==> config.mk <==
export PLATFORM = sky130hd
export DESIGN_NAME = icache_fill_ctrl
export DESIGN_NICKNAME = d
export VERILOG_FILES = /design/src/rtl/icache_fill_ctrl.sv
export SDC_FILE = /design/constraint.sdc
export NUM_CORES = 1
export LEC_CHECK = 0
export ABC_CLOCK_PERIOD_IN_PS = 24000
export BUFFER_PORTS_ARGS = -buffer_cell sky130_fd_sc_hd__buf_2
export CAP_MARGIN = 20
export CORE_MARGIN = 10
export CORE_UTILIZATION = 35
export DETAILED_ROUTE_END_ITERATION = 6
export GPL_TIMING_DRIVEN = 1
export PLACE_DENSITY = 0.54
export SYNTH_ARGS = -nofsm -noshare
export SYNTH_HDL_FRONTEND = slang
export SYNTH_SLANG_ARGS = --single-unit
export TNS_END_PERCENT = 10
==> constraint.sdc <==
create_clock -name clk -period 24 [get_ports clk]
set_clock_uncertainty 0.2 [all_clocks]
set_input_delay 6 -clock clk [delete_from_list [all_inputs] [get_ports clk]]
set_output_delay 6 -clock clk [all_outputs]
set_load 0.01 [all_outputs]
==> src/rtl/icache_fill_ctrl.sv <==
// icache_fill_ctrl: direct-mapped instruction cache plus its miss/fill FSM.
// Hits return the instruction combinationally. A miss issues a single-cycle
// ldp request and waits for ldr, then writes the returned line.
// Optional feature macro: ICACHE_STATS_EN adds the hit_cnt and miss_cnt outputs.
//
// state | meaning
// IDLE  | lookup; a hit returns instr, a miss latches the line address
// REQ   | ldp high for exactly one cycle with ldAddr
// WAIT  | waiting for ldr; the fill is written when ldr arrives
module icache_fill_ctrl #(
  parameter int ICLLEN = 128,
  parameter int NLINES = 4,
  parameter int ADDR_W = 32
) (
  input  logic              clk,
  input  logic              rst,
  input  logic              pc_valid,
  input  logic [ADDR_W-1:0] pc,
  input  logic              flush,
  output logic              instr_valid,
  output logic [31:0]       instr,
  output logic              stall,
  output logic              ldp,
  output logic [ADDR_W-1:0] ldAddr,
  input  logic              ldr,
  input  logic [ICLLEN-1:0] ldData
`ifdef ICACHE_STATS_EN
  ,
  output logic [31:0]       hit_cnt,
  output logic [31:0]       miss_cnt
`endif
);

  localparam int IW = $clog2(NLINES);
  localparam int TW = ADDR_W - 4 - IW;

  typedef enum logic [1:0] {IDLE, REQ, WAIT} state_t;

  state_t            state_q, state_d;
  logic [ICLLEN-1:0] data_q [NLINES];
  logic [TW-1:0]     tag_q  [NLINES];
  logic [NLINES-1:0] valid_q;
  logic              drop_q;
  logic [ADDR_W-1:0] miss_addr_q;

  logic [IW-1:0] idx;
  logic [TW-1:0] tag;
  logic [1:0]    off;
  logic [IW-1:0] fill_idx;
  logic [TW-1:0] fill_tag;
  logic          hit;
  logic          miss;
  logic          fill;
  logic          unused_pc;

  assign idx       = pc[4 +: IW];
  assign tag       = pc[ADDR_W-1 -: TW];
  assign off       = pc[3:2];
  assign fill_idx  = miss_addr_q[4 +: IW];
  assign fill_tag  = miss_addr_q[ADDR_W-1 -: TW];
  assign unused_pc = ^pc[1:0];

  assign hit  = (state_q == IDLE) && pc_valid && valid_q[idx] && (tag_q[idx] == tag);
  assign miss = (state_q == IDLE) && pc_valid && !hit;
  assign fill = (state_q == WAIT) && ldr;

  // Next-state logic and outputs; outputs are held at zero while rst is low.
  always_comb begin
    state_d     = state_q;
    instr_valid = 1'b0;
    instr       = '0;
    stall       = 1'b0;
    ldp         = 1'b0;
    case (state_q)
      IDLE: begin
        if (hit) begin
          instr_valid = 1'b1;
          instr       = data_q[idx][{off, 5'b0} +: 32];
        end
        if (miss) begin
          stall   = 1'b1;
          state_d = REQ;
        end
      end
      REQ: begin
        ldp     = 1'b1;
        stall   = 1'b1;
        state_d = WAIT;
      end
      WAIT: begin
        stall = 1'b1;
        if (ldr) state_d = IDLE;
      end
      default: state_d = IDLE;
    endcase
    if (!rst) begin
      instr_valid = 1'b0;
      instr       = '0;
      stall       = 1'b0;
      ldp         = 1'b0;
    end
  end

  assign ldAddr = miss_addr_q;

  // State, valid bits, drop flag and latched miss address.
  always_ff @(posedge clk or negedge rst) begin
    if (!rst) begin
      state_q     <= IDLE;
      valid_q     <= '0;
      drop_q      <= 1'b0;
      miss_addr_q <= '0;
    end else begin
      state_q <= state_d;
      if (miss) miss_addr_q <= {pc[ADDR_W-1:4], 4'b0};
      // Flush beats a coincident fill, so the line stays invalid.
      if (flush)                valid_q           <= '0;
      else if (fill && !drop_q) valid_q[fill_idx] <= 1'b1;
      if (state_q == WAIT) begin
        if (ldr)        drop_q <= 1'b0;
        else if (flush) drop_q <= 1'b1;
      end
    end
  end

  // Line data and tag storage; contents are qualified by valid_q.
  always_ff @(posedge clk) begin
    if (fill) begin
      data_q[fill_idx] <= ldData;
      tag_q[fill_idx]  <= fill_tag;
    end
  end

`ifdef ICACHE_STATS_EN
  // Free-running hit/miss statistics, unaffected by flush.
  always_ff @(posedge clk or negedge rst) begin
    if (!rst) begin
      hit_cnt  <= '0;
      miss_cnt <= '0;
    end else begin
      if (hit)  hit_cnt  <= hit_cnt + 32'd1;
      if (miss) miss_cnt <= miss_cnt + 32'd1;
    end
  end
`endif

endmodule

==> Word-level counts from Yosys, hierarchy flattened <==
Memory sizes are Yosys's and may differ from the RTL's.
Cells that the tools add are included.
Widths: inputs -> output; s select.
{ "word_totals": {"regBits": 35, "mem_bits_rw": 616, "input_bits": 165, "out_inout_bits": 67, "memories": 2} }
{ "memory_table": {"columns": ["memory", "depth", "width", "read_ports", "rd_clocked_by_memory_dff", "wr", "line", "text"], "rows": [
  ["data_q", 4, 128, 1, 0, 1, "40", "logic [ICLLEN-1:0] data_q [NLINES];"],
  ["tag_q", 4, 26, 1, 0, 1, "41", "logic [TW-1:0] tag_q [NLINES];"]
]} }
{ "classes": {"magnitude_cmp": 3, "eq_ne": 5, "shifts": 1, "mux": 24, "bitwise": 1, "n_reduce_logical": 15} }
{ "op_table": {"columns": ["operator", "count"], "rows": [
  ["$shiftx 128x8->32", 1],
  ["$mux 32", 3],
  ["$eq 26x26->1", 1],
  ["$mux 1", 13],
  ["$mux 4", 2],
  ["$logic_and 1x1->1", 7],
  ["$lt 2x3->1 const B", 2],
  ["$pmux 2 s3", 1],
  ["$mux 2", 2],
  ["$ne 2x2->1 const B", 2],
  ["$or 4x4->4", 1],
  ["$reduce_and 2->1", 2],
  ["$reduce_bool 2->1", 2],
  ["$bmux 1 s2", 1],
  ["$demux 1 s2", 1],
  ["$eq 2x1->1 const B", 1],
  ["$eq 2x2->1 const B", 1],
  ["$ge 2x1->1 const B", 1],
  ["$logic_not 1->1", 2],
  ["$logic_not 2->1", 1],
  ["$pmux 1 s2", 1],
  ["$reduce_or 2->1", 1]
]} }

==> Logic depth before layout (Yosys ltp) <==
{ "depth": {"word_depth": 9, "mapped_depth": 11, "mapped_depth_nobuf": 8} }

==> Worst setup path before layout <==
OpenSTA, ideal clock, no wires.
{ "synth_timing": {"path_kind": "input to register", "from": "input ldr", "to": "memory data_q[0][0] (enable)", "arrival_time_ns": 16.438, "path_slack_ns": 6.506, "stages": 2, "n_path_buf": 0, "path_cell_list": "nand2_1 nor3_1"} }
{ "synth_between": {"elab_chain_len": 3} }
{ "synth_rtl": {"columns": ["item", "line", "text"], "rows": [
  ["from (decl)", "25", "input logic ldr,"],
  ["$logic_and 1x1->1", "65", "assign fill = (state_q == WAIT) && ldr;"],
  ["$mux 1", "128", "if (fill) begin"],
  ["$mux 1 (implied by the code)", "129", "data_q[fill_idx] <= ldData;"],
  ["to (decl)", "40", null]
]} }
Every way passes these cells.

==> Worst setup path after layout <==
{ "layout_timing": {"from": "input pc[5]", "to": "output instr[27]"} }
{ "layout_between": {"elab_chain_len": 7, "elab_cells_between_ends": 11, "classes_between": "1 x eq/ne; 1 x shift; 5 x mux; 2 x reduce/logical; 2 x memory"} }
{ "layout_rtl": {"columns": ["item", "line", "text"], "rows": [
  ["from (decl)", "18", "input logic [ADDR_W-1:0] pc,"],
  ["branches (longest 4 deep; another with $mem_v2 4x128)", null, null],
  ["$mux 32 *", "76", "if (hit) begin"],
  ["$mux 32 *", "74", "case (state_q)"],
  ["$mux 32 *", "96", "if (!rst) begin"],
  ["to (decl)", "21", "output logic [31:0] instr,"]
]} }
Mark *: on every way between the ends. The select of a mux whose other input is x is not followed.

==> impl_results.md <==
* Max IR drop VDD at between 60 and 70 µV
* Maximum fanout along the worst path at 62
* Die width at 288.4 µm
* PwrDens at a little over 90 nW/µm²
* P&R area growth vs syn at 17.88%
* Pre-antenna DRT Iters at 4
* Critical path class: in2out
* Synthesized flop and latch total at 651
* Asr flop ratio synth at 5.376%
* Post-synth EDFFs at 616
* Clock buffer depth at 3
* Nets at ~1,500
* Final WL at 57.43 mm
* Worst hold path startpoint: valid_q[0]$_DFFE_PN0P_
* Uppermost layer routed: met5
* Max-slew violations at 0
* Hpwl dp at 34.00 mm
* TritonCTS clock tree: done
* Top cell type's share of synthesized area at ~73%
* Critical path launch point: pc[5]
* # Max-Cap Violations at 0
* Drt initial violations at 753
* Setup crit start kind: primary input
* Total number of vias at 11,990
* Routed vias/inst at 5.042
* DIE AREA at between 80,000 and 90,000 µm²
* Pin count of the biggest net entering global routing at 70
* Post-cts resize count at 0
* Share of post-route cells with drive strength above 1 at between 30% and 40%
* Routed Antenna Nets at 0
* IO Port Bufs at 225
* Worst Max-Slew Pin Slew at about 1.0 ns
* Core Area at 71,490 µm²
* Post CTS Setup Buffer Count at 0
* Tmin final at 15.62 ns
* Endpoints failing setup at 0
* First-pass GRT wire length at 85.41 mm
* Clk_lat worst skew at ~0.6 ns
* Rows at 98
* Boundary Pins at 232
* Share of the yosys chip area belonging to registers at between 70% and 80%
* Synth top cells by count: edfxtp_1 (616), mux4_2 (170), dfrtp_1 (35), nor2b_1 (34), mux2i_1 (31)
* Launch point of the worst reg-to-reg path: state_q[0]$_DFFE_PN0P_
* Arrival time worst endpoint at 9.42 ns
* Post-synthesis cell type count at 48
* Post-route DRC at 0
* Leak pwr at approximately 9.9 nW
* Count leader, synth: edfxtp_1
* Setup TNS at 0 ns
* Synth area leaders: edfxtp_1 (73%), mux4_2 (15%), dfrtp_1 (3.5%)
* Root buffer cell: clkbuf_16
* Synth area leader: edfxtp_1
* Starting density of the core at 35.26%
* H-tree Lvls at 3
* Number of CTS-inserted buffers at 72
* Clock-pin slew on the worst setup and hold paths at 0.05 ns
* Met2 routed WL at about 28 mm
* Avg Cell Area, Syn at 23.04 µm²
* CTS Hold Buffers Added at 0
* Hold violation count in the final report at 0
* Wire per inst at 24.16 µm
* Post-Route M1 WL at around 24 mm
* Fmax at 64.03 MHz
* Clock sinks at 651
* Final GP Congestion at between 0.7 and 0.8
* Hold crit path type: reg2reg
* Outcome: complete, no violations
* Ys flop type: edfxtp_1
* Initial antenna violation count at 23
* WL met3 at 3.625 mm
* Mapped Cells at 1,094
* Mapped cell area at 25,210 µm²
* Crit path required time at 17.80 ns
* Syn. warnings at 0
* Hold WS at 0.3222 ns
* DIE HEIGHT at 288.4 µm
* RSZ-0062 raised after global routing: no
* Aggregate global routing overflow at 0
* All-Layer GR Usage at 13.77%
* Crit. End Element: output pin
* Vias in the first global route at 13,020
* Final period util at 65.07%
* Max_slew headroom at between 30% and 40%
[area by class of cell]
| class | instances | area [µm²] |
|---|---|---|
| inverter | 9 | 33.78 |
| antenna | 4 | 10.01 |
| fill | 6333 | 41770 |
| clock inverter | 37 | 297.8 |
| clock buffer | 97 | 1948 |
| timing repair buffer | 245 | 1321 |
| multi-input combinational | 384 | 5542 |
| tap | 950 | 1189 |
| sequential | 651 | 19370 |
[placed cells by master (no fill, tap or decap), types with 19 or more instances in the layout]
cell,netlist,layout
dfrtp_1,35,35
clkbuf_1,19,22
mux2i_1,31,31
mux2_2,24,24
buf_4,7,19
nor2b_1,34,33
clkbuf_16,0,74
mux4_2,170,170
edfxtp_1,616,616
buf_2,14,222
[final timing paths]
path	slack, ns	endpoint	cells after the start
worst max register to register	20.33	data_q[1][126]$_DFFE_PP_	6
max in group asynchronous	17.95	ldAddr[21]$_DFFE_PN0P_	2
worst min-delay path	0.32	valid_q[0]$_DFFE_PN0P_	2
min in group asynchronous	5.27	ldAddr[4]$_DFFE_PN0P_	2
worst min register to register	0.32	valid_q[0]$_DFFE_PN0P_	2
worst max-delay path	8.38	instr[27]	9
[stage by stage]
stage               area [µm²]  power [mW]  utilization, %  cells  setup WS (ns)
floorplan                25220       1.644               -   1097          6.506
global placement         27420       1.750           38.36   2237          8.274
detailed placement       27430       1.761           38.37   2238          8.298
CTS                      29680       2.822           41.51   2372          8.296
global route             29710       2.895           41.56   2374          8.133
finish                   29710       2.775           41.57   2377          8.383
[worst max-delay path: stages]
cell	delay, ns
clkbuf_8	0.46
buf_4	0.88
mux4_2	0.43
xor2_1	0.17
nor4_2	0.29
nand4_1	0.13
buf_4	0.38
nor2b_1	0.37
buf_2	0.21
[power by group]
| group | switching [mW] | internal, mW | total, mW |
|---|---|---|---|
| registers | 0.0582 | 1.38 | 1.44 |
| logic | 0.161 | 0.124 | 0.285 |
| clock network | 0.441 | 0.607 | 1.05 |
| total | 0.660 | 2.12 | 2.78 |
[cell families after synthesis]
logic type	count (synthesis)	synth area share [%]
compound gates	50	1.400
xor+xnor	16	0.5559
fa+ha+maj	6	0.2978
buf+inv	62	1.276
flops	651	76.86
mux	234	17.89
other cells	1	0.01488
simple gates	74	1.707
[registers in the layout, summed over array words and instances (netlist names)]
| register | count |
|---|---|
| data_q | 512 |
| drop_q | 1 |
| ldAddr | 28 |
| state_q | 2 |
| tag_q | 104 |
| valid_q | 4 |
[per-layer routing]
| metal | GRT usage (%) | vias to the layer above |
|---|---|---|
| met4 | 4.415 | 32 |
| met1 | 17.83 | 6361 |
| met5 | 0 | - |
| met2 | 22.06 | 290 |
| met3 | 4.079 | 127 |
| li1 | - | 5175 |
(Power assumes the default switching activity.)
